===== config.mk =====
export PLATFORM = sky130hd
export DESIGN_NAME = key_conditioner
export DESIGN_NICKNAME = d
export VERILOG_FILES = /design/src/rtl/key_pkg.sv /design/src/rtl/key_debounce_cell.sv /design/src/rtl/key_conditioner.sv
export SDC_FILE = /design/constraint.sdc
export NUM_CORES = 1
export LEC_CHECK = 0
export CORE_ASPECT_RATIO = 1.75
export CORE_MARGIN = 2
export CORE_UTILIZATION = 48
export CTS_CLUSTER_SIZE = 30
export DETAILED_ROUTE_END_ITERATION = 10
export GPL_TIMING_DRIVEN = 0
export MAX_ROUTING_LAYER = met4
export PLACE_DENSITY_LB_ADDON = 0.1
export SYNTH_ARGS = -nofsm -noshare
export SYNTH_HDL_FRONTEND = slang
export SYNTH_SLANG_ARGS = --single-unit

===== constraint.sdc =====
create_clock -name clk -period 6.6 [get_ports clk]
set_clock_uncertainty 0.05 [all_clocks]
set_input_delay 0.66 -clock clk [delete_from_list [all_inputs] [get_ports clk]]
set_output_delay 0.66 -clock clk [all_outputs]
set_load 0.02 [all_outputs]

===== src/rtl/key_pkg.sv =====
// Shared types and constants for the key conditioning front end.
package key_pkg;

   typedef enum logic [1:0] {
      IDLE_LOW  = 2'd0,
      WAIT_HIGH = 2'd1,
      HELD_HIGH = 2'd2,
      WAIT_LOW  = 2'd3
   } key_state_t;

   localparam int unsigned KEY_NOTE0   = 0;
   localparam int unsigned KEY_NOTE1   = 1;
   localparam int unsigned KEY_NOTE2   = 2;
   localparam int unsigned KEY_NOTE3   = 3;
   localparam int unsigned KEY_NOTE4   = 4;
   localparam int unsigned KEY_NOTE5   = 5;
   localparam int unsigned KEY_NOTE6   = 6;
   localparam int unsigned KEY_OCT_UP  = 7;
   localparam int unsigned KEY_OCT_DN  = 8;
   localparam int unsigned KEY_CONFIRM = 9;
   localparam int unsigned KEY_NEXT    = 10;
   localparam int unsigned KEY_PREV    = 11;

   localparam int unsigned NUM_KEYS_DEFAULT        = 12;
   localparam int unsigned DEBOUNCE_CYCLES_DEFAULT = 2000000;
   localparam int unsigned REPEAT_DELAY_DEFAULT    = 50000000;
   localparam int unsigned REPEAT_PERIOD_DEFAULT   = 10000000;

endpackage


===== src/rtl/key_debounce_cell.sv =====
// One key: 2-flop synchroniser, debounce FSM with stable-time counter, press/release pulses.
// Optional auto-repeat on a held key when KEY_AUTOREPEAT_EN is defined.
module key_debounce_cell
   import key_pkg::*;
#(
   parameter int unsigned DEBOUNCE_CYCLES = DEBOUNCE_CYCLES_DEFAULT,
   parameter int unsigned REPEAT_DELAY    = REPEAT_DELAY_DEFAULT,
   parameter int unsigned REPEAT_PERIOD   = REPEAT_PERIOD_DEFAULT
) (
   input  logic clk,
   input  logic reset,
   input  logic raw_key,
   output logic key_level,
   output logic key_press,
   output logic key_release
);

   localparam int unsigned CW = $clog2(DEBOUNCE_CYCLES) + 1;
   localparam logic [CW-1:0] CNT_TERM = CW'(DEBOUNCE_CYCLES - 1);

   logic meta_q, sync_q;

   always_ff @(posedge clk) begin
      if (reset) begin
         meta_q <= 1'b0;
         sync_q <= 1'b0;
      end else begin
         meta_q <= raw_key;
         sync_q <= meta_q;
      end
   end

   key_state_t state_q, state_d;
   logic [CW-1:0] cnt_q, cnt_d;
   logic level_q, level_d;
   logic press_q, press_d;
   logic rel_q, rel_d;
   logic rep_fire;

   always_comb begin
      state_d = state_q;
      cnt_d   = cnt_q;
      level_d = level_q;
      press_d = 1'b0;
      rel_d   = 1'b0;
      unique case (state_q)
         IDLE_LOW: begin
            if (sync_q) begin
               state_d = WAIT_HIGH;
               cnt_d   = CW'(1);
            end
         end
         WAIT_HIGH: begin
            if (!sync_q) begin
               state_d = IDLE_LOW;
               cnt_d   = '0;
            end else if (cnt_q == CNT_TERM) begin
               state_d = HELD_HIGH;
               cnt_d   = '0;
               level_d = 1'b1;
               press_d = 1'b1;
            end else begin
               cnt_d = cnt_q + CW'(1);
            end
         end
         HELD_HIGH: begin
            if (!sync_q) begin
               state_d = WAIT_LOW;
               cnt_d   = CW'(1);
            end
         end
         WAIT_LOW: begin
            if (sync_q) begin
               state_d = HELD_HIGH;
               cnt_d   = '0;
            end else if (cnt_q == CNT_TERM) begin
               state_d = IDLE_LOW;
               cnt_d   = '0;
               level_d = 1'b0;
               rel_d   = 1'b1;
            end else begin
               cnt_d = cnt_q + CW'(1);
            end
         end
         default: begin
            state_d = IDLE_LOW;
            cnt_d   = '0;
         end
      endcase
   end

`ifdef KEY_AUTOREPEAT_EN
   localparam int unsigned RMAX = (REPEAT_DELAY > REPEAT_PERIOD) ? REPEAT_DELAY : REPEAT_PERIOD;
   localparam int unsigned RW = $clog2(RMAX) + 1;

   logic [RW-1:0] rep_q, rep_d;
   logic armed_q, armed_d;  // first repeat already issued; later ones use REPEAT_PERIOD

   always_comb begin
      rep_d    = '0;
      armed_d  = 1'b0;
      rep_fire = 1'b0;
      // Counting only while the key stays in HELD_HIGH; any exit clears the counter.
      if (state_q == HELD_HIGH && state_d == HELD_HIGH) begin
         rep_d   = rep_q + RW'(1);
         armed_d = armed_q;
         if (armed_q ? (rep_q == RW'(REPEAT_PERIOD - 1)) : (rep_q == RW'(REPEAT_DELAY - 1))) begin
            rep_fire = 1'b1;
            rep_d    = '0;
            armed_d  = 1'b1;
         end
      end
   end

   always_ff @(posedge clk) begin
      if (reset) begin
         rep_q   <= '0;
         armed_q <= 1'b0;
      end else begin
         rep_q   <= rep_d;
         armed_q <= armed_d;
      end
   end
`else
   assign rep_fire = 1'b0;
`endif

   always_ff @(posedge clk) begin
      if (reset) begin
         state_q <= IDLE_LOW;
         cnt_q   <= '0;
         level_q <= 1'b0;
         press_q <= 1'b0;
         rel_q   <= 1'b0;
      end else begin
         state_q <= state_d;
         cnt_q   <= cnt_d;
         level_q <= level_d;
         press_q <= press_d | rep_fire;
         rel_q   <= rel_d;
      end
   end

   assign key_level   = level_q;
   assign key_press   = press_q;
   assign key_release = rel_q;

endmodule


===== src/rtl/key_conditioner.sv =====
// Debounces NUM_KEYS raw pins into clean levels and press/release pulses.
// Optional auto-repeat of key_press via the KEY_AUTOREPEAT_EN macro.
module key_conditioner
   import key_pkg::*;
#(
   parameter int unsigned NUM_KEYS        = NUM_KEYS_DEFAULT,
   parameter int unsigned DEBOUNCE_CYCLES = DEBOUNCE_CYCLES_DEFAULT,
   parameter int unsigned REPEAT_DELAY    = REPEAT_DELAY_DEFAULT,
   parameter int unsigned REPEAT_PERIOD   = REPEAT_PERIOD_DEFAULT
) (
   input  logic                clk,
   input  logic                reset,
   input  logic [NUM_KEYS-1:0] raw_keys,
   output logic [NUM_KEYS-1:0] key_level,
   output logic [NUM_KEYS-1:0] key_press,
   output logic [NUM_KEYS-1:0] key_release,
   output logic                any_level
);

   for (genvar k = 0; k < NUM_KEYS; k++) begin : g_key
      key_debounce_cell #(
         .DEBOUNCE_CYCLES (DEBOUNCE_CYCLES),
         .REPEAT_DELAY    (REPEAT_DELAY),
         .REPEAT_PERIOD   (REPEAT_PERIOD)
      ) u_cell (
         .clk         (clk),
         .reset       (reset),
         .raw_key     (raw_keys[k]),
         .key_level   (key_level[k]),
         .key_press   (key_press[k]),
         .key_release (key_release[k])
      );
   end

   logic any_q;

   always_ff @(posedge clk) begin
      if (reset) begin
         any_q <= 1'b0;
      end else begin
         any_q <= |key_level;
      end
   end

   assign any_level = any_q;

endmodule


# Yosys cells after proc, flatten, opt, wreduce, memory -nomap -nowiden
# Index checks and enable logic that the tools add are counted.
[word_totals]
reg_bits = 349
out_inout_bits = 37
wordCells = 590
[op_classes]
addsub = 12
n_eq_ne = 144
muxes = 228
bitwise_logic = 36
reduce_logical = 85
[ops]
columns = ["cell", "count"]
rows = [
  ["$mux 22", 60],
  ["$pmux 22 s4", 12],
  ["$add 22x1->22 const B", 12],
  ["$eq 22x21->1 const B", 12],
  ["$mux 2", 72],
  ["$ne 2x1->1 const B", 48],
  ["$pmux 2 s4", 12],
  ["$reduce_or 3->1", 24],
  ["$mux 1", 60],
  ["$reduce_and 5->1", 12],
  ["$eq 2x2->1 const B", 24],
  ["$ne 2x2->1 const B", 24],
  ["$reduce_and 4->1", 12],
  ["$ne 3x1->1 const B", 12],
  ["$ne 3x3->1 const B", 12],
  ["$not 1->1", 36],
  ["$eq 2x1->1 const B", 12],
  ["$logic_not 2->1", 12],
  ["$pmux 1 s2", 12],
  ["$reduce_and 2->1", 12],
  ["$reduce_bool 2->1", 12],
  ["$reduce_or 12->1", 1],
]

# Longest topological paths before layout
[logic_depth]
depth_word = 4
mapped_depth = 8
ltp_nobuf = 6

# Cells and area by module
# From an unflattened synthesis, not the netlist that was laid out.
[unflattened]
hier_cells = 2059
hier_area_um2 = 17646.9
[by_module_without_submodules]
columns = ["module", "n_inst", "cells_per_inst", "area_each_um2", "seq_area_each_um2"]
rows = [
  ["key_debounce_cell at g_key[0].u_cell ...", 10, 171, 1473.9, 580.6],
  ["key_debounce_cell at g_key[8].u_cell ...", 2, 172, 1431.4, 580.6],
  ["key_conditioner", 1, 5, 45.0, 20.0],
]

# Worst setup path before layout
# No wires, ideal clock.
[synth_timing]
path_kind = "register -> register"
startpoint = "register g_key[5].u_cell.cnt_q[7]"
endpoint = "register g_key[5].u_cell.cnt_q[8]"
setup_time_ns = 0.117
arrival_ns = 2.024
t_required_ns = 6.433
path_slack_ns = 4.410
path_stages_with_launch = 7
path_cell_list = "dfxtp_1 > or4_1 > or4_4 > o21a_1 > buf_6 > buf_6 > a22o_1"
[synth_between]
elab_chain_len = 4
word_cells_on_any_way = 6
cone_classes = "add/sub (1); eq/ne (1); mux (4)"
[synth_lines]
columns = ["element", "line_no", "rtl"]
rows = [
  ["from (decl)", "key_debounce_cell.sv:34", "logic [CW-1:0] cnt_q, cnt_d;"],
  ["from (signal assigned)", "key_debounce_cell.sv:137", "cnt_q <= cnt_d;"],
  ["$add 22x1->22 / $eq 22x21->1 (equally long branches)", "n/a", ""],
  ["$mux 22 (*)", "key_debounce_cell.sv:57, key_debounce_cell.sv:76", ""],
  ["$mux 22, on equally long branches", "key_debounce_cell.sv:73, key_debounce_cell.sv:54", ""],
  ["$pmux 22 s4 (*)", "key_debounce_cell.sv:46", "unique case (state_q)"],
]
# Every way passes the cells marked *; elsewhere a longest branch is shown, timed or not.
# A chain may end at the register's enable or synchronous reset.

# Worst setup path after layout
[layout_timing]
startpoint = "input reset"
endpoint = "register g_key[8].u_cell.cnt_q[16]"
[layout_rtl]
columns = ["element", "line_no", "rtl"]
rows = [
  ["from (decl)", "key_conditioner.sv:12", "input logic reset,"],
  ["to (signal assigned)", "key_debounce_cell.sv:137", ""],
  ["to (decl)", "key_debounce_cell.sv:34", ""],
]
# No word-level cell between the ends.

==> summary.md <==
| Metric | Value |
|---|---|
| Final setup vio count | 0 |
| Synth Instances | 2055 |
| Drt wl/cell | 17.5 um |
| Total Negative Setup Slacks | 0 ns |
| TritonCTS Buffers | 36 |
| ANT nets after route | 0 |
| Max clock buf depth | 3 |
| CTS Hold Buffers Added | 0 |
| Synthesized cell area | 17100 um^2 |
| Max FO, Critical Path | 10 |
| Worst path cell trace | clkdlybuf4s50_1 -> clkbuf_1 -> clkbuf_1 -> clkbuf_1 -> clkbuf_1 -> nor3_1 |
| Vias in the first global route | 15100 |
| Crit path top cell by count | clkbuf_1 |
| Slowest stage cell on the critical path | clkbuf_1 |
| WP buf/inv | 5 |
| Crit path capture type | flip-flop |
| Commonest cells in the synthesized netlist | 349 x dfxtp_1, 199 x nand2_1, 163 x a21oi_1, 133 x nand3_1, 131 x nor2_1 |
| PwrDens | 228 nW/um^2 |
| Number of diodes | 0 |
| Worst VDD drop | 0.000172 V |
| Max capacitance violation total | 0 |
| Count of final max-slew check failures | 0 |
| Nets | 2169 |
| Max incr delay on CP | 0.83 ns |
| Worst slew pin tran | 1.27 ns |
| Largest net degree at the start of global routing | 15 |
| Count of different cell masters after synthesis | 76 |
| Fmax | 260 MHz |
| Routability cong. | 0.946 |
| Finished Layout Cells | 2629 |
| Slew margin rel. | 14.6% |
| RSZ-0062 raised after global routing | no |
| Total power | 4.41 mW |
| Via density | 6.08 |
| Core area | 35200 um^2 |
| Initial DRC count | 985 |
| Final min period | 3.84 ns |
| Initial antenna violation count | 0 |
| Total die area | 37200 um^2 |
| Area delta synth->final | 13.2% |
| Top-level I/O count | 51 |
| Die height | 254 um |
| Leak | 6.68 nW |
| Clock sink count | 349 |
| Final period util | 58.2% |
| Dominant cell by count in the synthesized netlist | dfxtp_1 |
| Worst-skew pair later-pin latency | 0.53 ns |
| Initial core utilization | 48.6% |
| Post-route DRC violation count | 0 |
| Worst EP required | 6.91 ns |
| EDFF count, synth | 0 |
| Yosys top cell by area | dfxtp_1 |
| Hold crit path type | flip-flop to flip-flop |
| Synth top area share | 40.9% |
| CTS tree | yes |
| Gr ovfl total | 0 |
| Post-CTS sizing | 0 |
| CP Launch Type | input pin |
| Status | complete, no violations |
| Post-synthesis sequential area ratio | 40.9% |
| Asr flop ratio synth | 0% |
| Delay-heaviest family, CP | buffers and inverters |
| Die W | 147 um |
| Global-route wire length before repair | 74300 um |
| Synthesis Warnings | 0 |
| #FFs+latches synth | 349 |
| Root buf cell | clkbuf_16 |
| GRT Resource Usage Total | 24.8% |
| Kind of critical path | input pin to flip-flop |
| Row Count | 91 |
| DR vias | 16000 |
| Post-CTS Setup Inserts | 0 |
| Final number of hold-violating endpoints | 0 |
| # placed instances | 2570 |
| Clock-pin slew on the worst setup and hold paths | 0.06 ns |
| Dpl hpwl | 32800 um |
| DRT Pass-1 Iters | 5 |
| Layout cells sized above 1 | 6.93% |
| Mapped Nets | 2081 |
| Fill cell count | 3242 |
| Prevailing post-synth register cell | dfxtp_1 |
| Port Buf Inserts | 50 |
| Synth area leaders | dfxtp_1 41%, a21oi_1 4.8%, a31oi_1 4.7%, nand2_1 4.4%, nand3_1 3.9% |
| Post-Route WL | 45900 um |
| Critical path data arrival time | 4.15 ns |
| Avg Inst Size Synth | 8.32 um^2 |
| H-tree Lvls | 2 |
## power by group
group | total [mW] | leakage [nW] | switching [mW] | internal (mW)
Combinational | 0.193 | 3.29 | 0.126 | 0.0674
Clock | 2.07 | 0.575 | 0.838 | 1.23
Sequential | 2.15 | 2.82 | 0.0250 | 2.13
Total | 4.41 | 6.68 | 0.989 | 3.42
## kinds of logic after synthesis
logic type                 count (synthesis)  synth area share, %
and+or+nand+nor                          884                 27.9
AOI/OAI and AO/OA                        553                 20.6
DFF                                      349                 40.9
buffers and inverters                    165                 4.71
xor gates and xnor gates                  55                 2.82
muxes                                     37                 2.17
adders and majority gates                 12                0.878
## path summary, 6_finish.rpt
kind / start / end / slack [ns] / depth (start not counted)
setup / recovery: reset / g_key[8].u_cell.cnt_q[16]$_SDFFE_PP0P_ / 2.76 / 6
hold / removal: g_key[6].u_cell.meta_q$_SDFF_PP0_ / g_key[6].u_cell.sync_q$_SDFF_PP0_ / 0.39 / 1
setup reg to reg: g_key[7].u_cell.cnt_q[0]$_SDFFE_PP0P_ / g_key[7].u_cell.cnt_q[7]$_SDFFE_PP0P_ / 3.80 / 8
hold reg to reg: g_key[6].u_cell.meta_q$_SDFF_PP0_ / g_key[6].u_cell.sync_q$_SDFF_PP0_ / 0.39 / 1
## placed cells by master, fill, tap and decap left out, drive strengths merged, types with 36 or more instances in the layout
master / count
nor4: 44
clkdlybuf4s50: 50
inv: 42
nor2b: 36
and3: 40
nor2: 131
o21ai: 96
nand4: 82
a21oi: 163
nor3: 36
nand3: 133
buf: 56
mux2i: 37
a31oi: 129
clkbuf: 117
nand2: 199
dfxtp: 349
## layout make-up
class	count	area (um^2)	share of cell area, %
Buffer	122	644	3.33
Clock buffer	51	1060	5.47
Clock inverter	8	120	0.621
Inverter	43	161	0.834
Multi-Input combinational cell	1541	9300	48.1
Sequential cell	349	6990	36.1
Tap cell	465	582	3.01
Timing Repair Buffer	50	500	2.59
## metrics by stage
step                      util [%]  area, um^2  hold WS, ns  worst slack (ns)
after CTS                     55.0       19400        0.387              2.88
after global placement        51.7       18200        0.373              2.34
after global routing          55.0       19400        0.393              2.67
final                         55.0       19400        0.386              2.76
after detailed placement      51.7       18200        0.373              2.31
after floorplan                  -       17100        0.364              4.41
## flip-flops by register name, summed over array words and instances, names as in the netlist, named ones only
| register | count |
|---|---|
| g_key.u_cell.key_level | 12 |
| g_key.u_cell.key_press | 12 |
| g_key.u_cell.cnt_q | 264 |
| g_key.u_cell.state_q | 12 |
| any_level | 1 |
| g_key.u_cell.meta_q | 12 |
| g_key.u_cell.key_release | 12 |
| g_key.u_cell.sync_q | 12 |
## routing by layer
layer | global-route usage [%] | vias up | wire (um)
li1 | - | 7864 | -
met1 | 26.9 | 7552 | 18700
met2 | 45.0 | 442 | 23500
met3 | 3.11 | 132 | 1920
met4 | 11.5 | 0 | 1830
met5 | - | - | 0
Note: power is estimated with default switching activity, not from simulation.
==> edit: new RTL, config.mk and constraints unchanged <==
Register the output `key_level`, without a reset; this adds one clock of latency there. The other outputs are not delayed to match.
--- a/src/rtl/key_conditioner.sv
+++ b/src/rtl/key_conditioner.sv
@@ -18,4 +18,6 @@
 );
 
+   logic [NUM_KEYS-1:0] key_level_d;
+
    for (genvar k = 0; k < NUM_KEYS; k++) begin : g_key
       key_debounce_cell #(
@@ -27,5 +29,5 @@
          .reset       (reset),
          .raw_key     (raw_keys[k]),
-         .key_level   (key_level[k]),
+         .key_level   (key_level_d[k]),
          .key_press   (key_press[k]),
          .key_release (key_release[k])
@@ -39,5 +41,5 @@
          any_q <= 1'b0;
       end else begin
-         any_q <= |key_level;
+         any_q <= |key_level_d;
       end
    end
@@ -45,4 +47,8 @@
    assign any_level = any_q;
 
+   always_ff @(posedge clk) begin
+      key_level <= key_level_d;
+   end
+
 endmodule
 
Behaviour: no difference found for any inputs over 4 cycles, from zero or initial values and one cycle with reset high; that may be too few to reach the edited logic, so the function may still have changed.
==> edit against the unedited design <==
Wire length decreased by 3.6%; sequential cell count increased by 12; utilization about the same; design area about the same; maximum frequency increased by 23%; total power increased by 3.6%; synthesized area decreased by 0.23%; setup slack improved by 0.73 ns; non-clock buffer count decreased by 9; count of clock-buffer cells in the layout unchanged; critical path type unchanged; highest routed layer unchanged.
==> edit: results (changes against the unedited design) <==
status:
  status: "finished, final reports clean"  # unchanged
pwr:
  seq-power_mw: 2.24  # was 2.15 mW
  power.switching_fraction_pct: 22.25  # was 22.41%
  total_leakage_power_nw: 6.627  # was 6.684 nW
  pwr.group.clock_mw: 2.16  # was 2.07 mW
grt:
  met1_usage_pct: 26.24  # was 26.90%
  number_of_global_route_vias_before_repair: 15183  # was 15119
  grt_util_met2_pct: 44.57  # was 45.04%
  grt_usage_pct: 24.16  # was 24.83%
  grt_pass1_wl_um: 72930  # was 74310 um
final_layout:
  design.final.nets: 2241  # was 2169
  final_layout_size_suffix_gt1_share_pct: 6.029  # was 6.932%
worst_hold_path:
  timing.hold.worst.start: "g_key[8].u_cell.key_level"  # was g_key[6].u_cell.meta_q
  hold-path-cell-count: 0  # was 1
  whs_endpoint: "key_level[8]"  # was g_key[6].u_cell.sync_q
route:
  route.detailed.wl_per_inst_um: 16.37  # was 17.47 um
  met3_length_um: 1554  # was 1918 um
  first_iter_violations: 1003  # was 985
critical_path:
  timing.rr.end: "g_key[0].u_cell.cnt_q[18]"  # was g_key[7].u_cell.cnt_q[7]
  cpPeakStageDelay_ns: 0.76  # was 0.83 ns
  ff2ff_setup_slack_ns: 3.73  # was 3.80 ns
  rr_worst_depth: 9  # was 8
place:
  placed_cell_area_sq_mm: 0.01812  # was 0.01817 sq mm
  place_ws_ns: 2.961  # was 2.314 ns
sta:
  finalHoldWorstSlack_ns: 0.3386  # was 0.3862 ns
edit: changes by cell type in the layout (fill, tap and decap cells not counted), moves of 12 or more:
cell | before | now
sky130_fd_sc_hd__buf_4 | 38 | 26
sky130_fd_sc_hd__nand2b_1 | 34 | 5
sky130_fd_sc_hd__nor2_1 | 131 | 166
sky130_fd_sc_hd__o31ai_1 | 6 | 29
sky130_fd_sc_hd__a21oi_1 | 163 | 114
sky130_fd_sc_hd__o21ai_0 | 86 | 269
sky130_fd_sc_hd__a22o_1 | 33 | 2
sky130_fd_sc_hd__a41oi_1 | 25 | 6
sky130_fd_sc_hd__mux2i_1 | 37 | 15
sky130_fd_sc_hd__nor3_1 | 36 | 49
sky130_fd_sc_hd__nand2_1 | 199 | 254
sky130_fd_sc_hd__nand4_1 | 82 | 68
sky130_fd_sc_hd__dfxtp_1 | 349 | 361
sky130_fd_sc_hd__a31oi_1 | 129 | 90
edit: cell families (layout without fill, tap and decap cells):
family | Yosys count | after routing | share of synthesized area [%]
AO/OA/AOI/OAI | 580 | 580 | 19.69
XOR/XNOR | 60 | 60 | 3.082
adder cells (fa/ha/maj) | 12 | 12 | 0.8805
buffers and inverters | 147 | 259 | 4.197
flip-flops | 361 | 361 | 42.38
multiplexers | 15 | 15 | 0.8805
AND/OR/NAND/NOR | 952 | 952 | 28.89
edit: layout make-up:
| class | count | area [sq um] |
|---|---|---|
| buffer | 114 | 591.8 |
| timing repair buffer | 49 | 490.5 |
| multi-input combinational | 1619 | 9110 |
| fill | 3336 | 15820 |
| inverter | 33 | 123.9 |
| tap | 465 | 581.8 |
| clock inverter | 12 | 168.9 |
| sequential | 361 | 7227 |
| clock buffer | 51 | 1069 |
edit: critical path: cells and delay by family:
family,cells,cell delay [ns]
buf+inv,5,2.61
compound gates,1,0.26
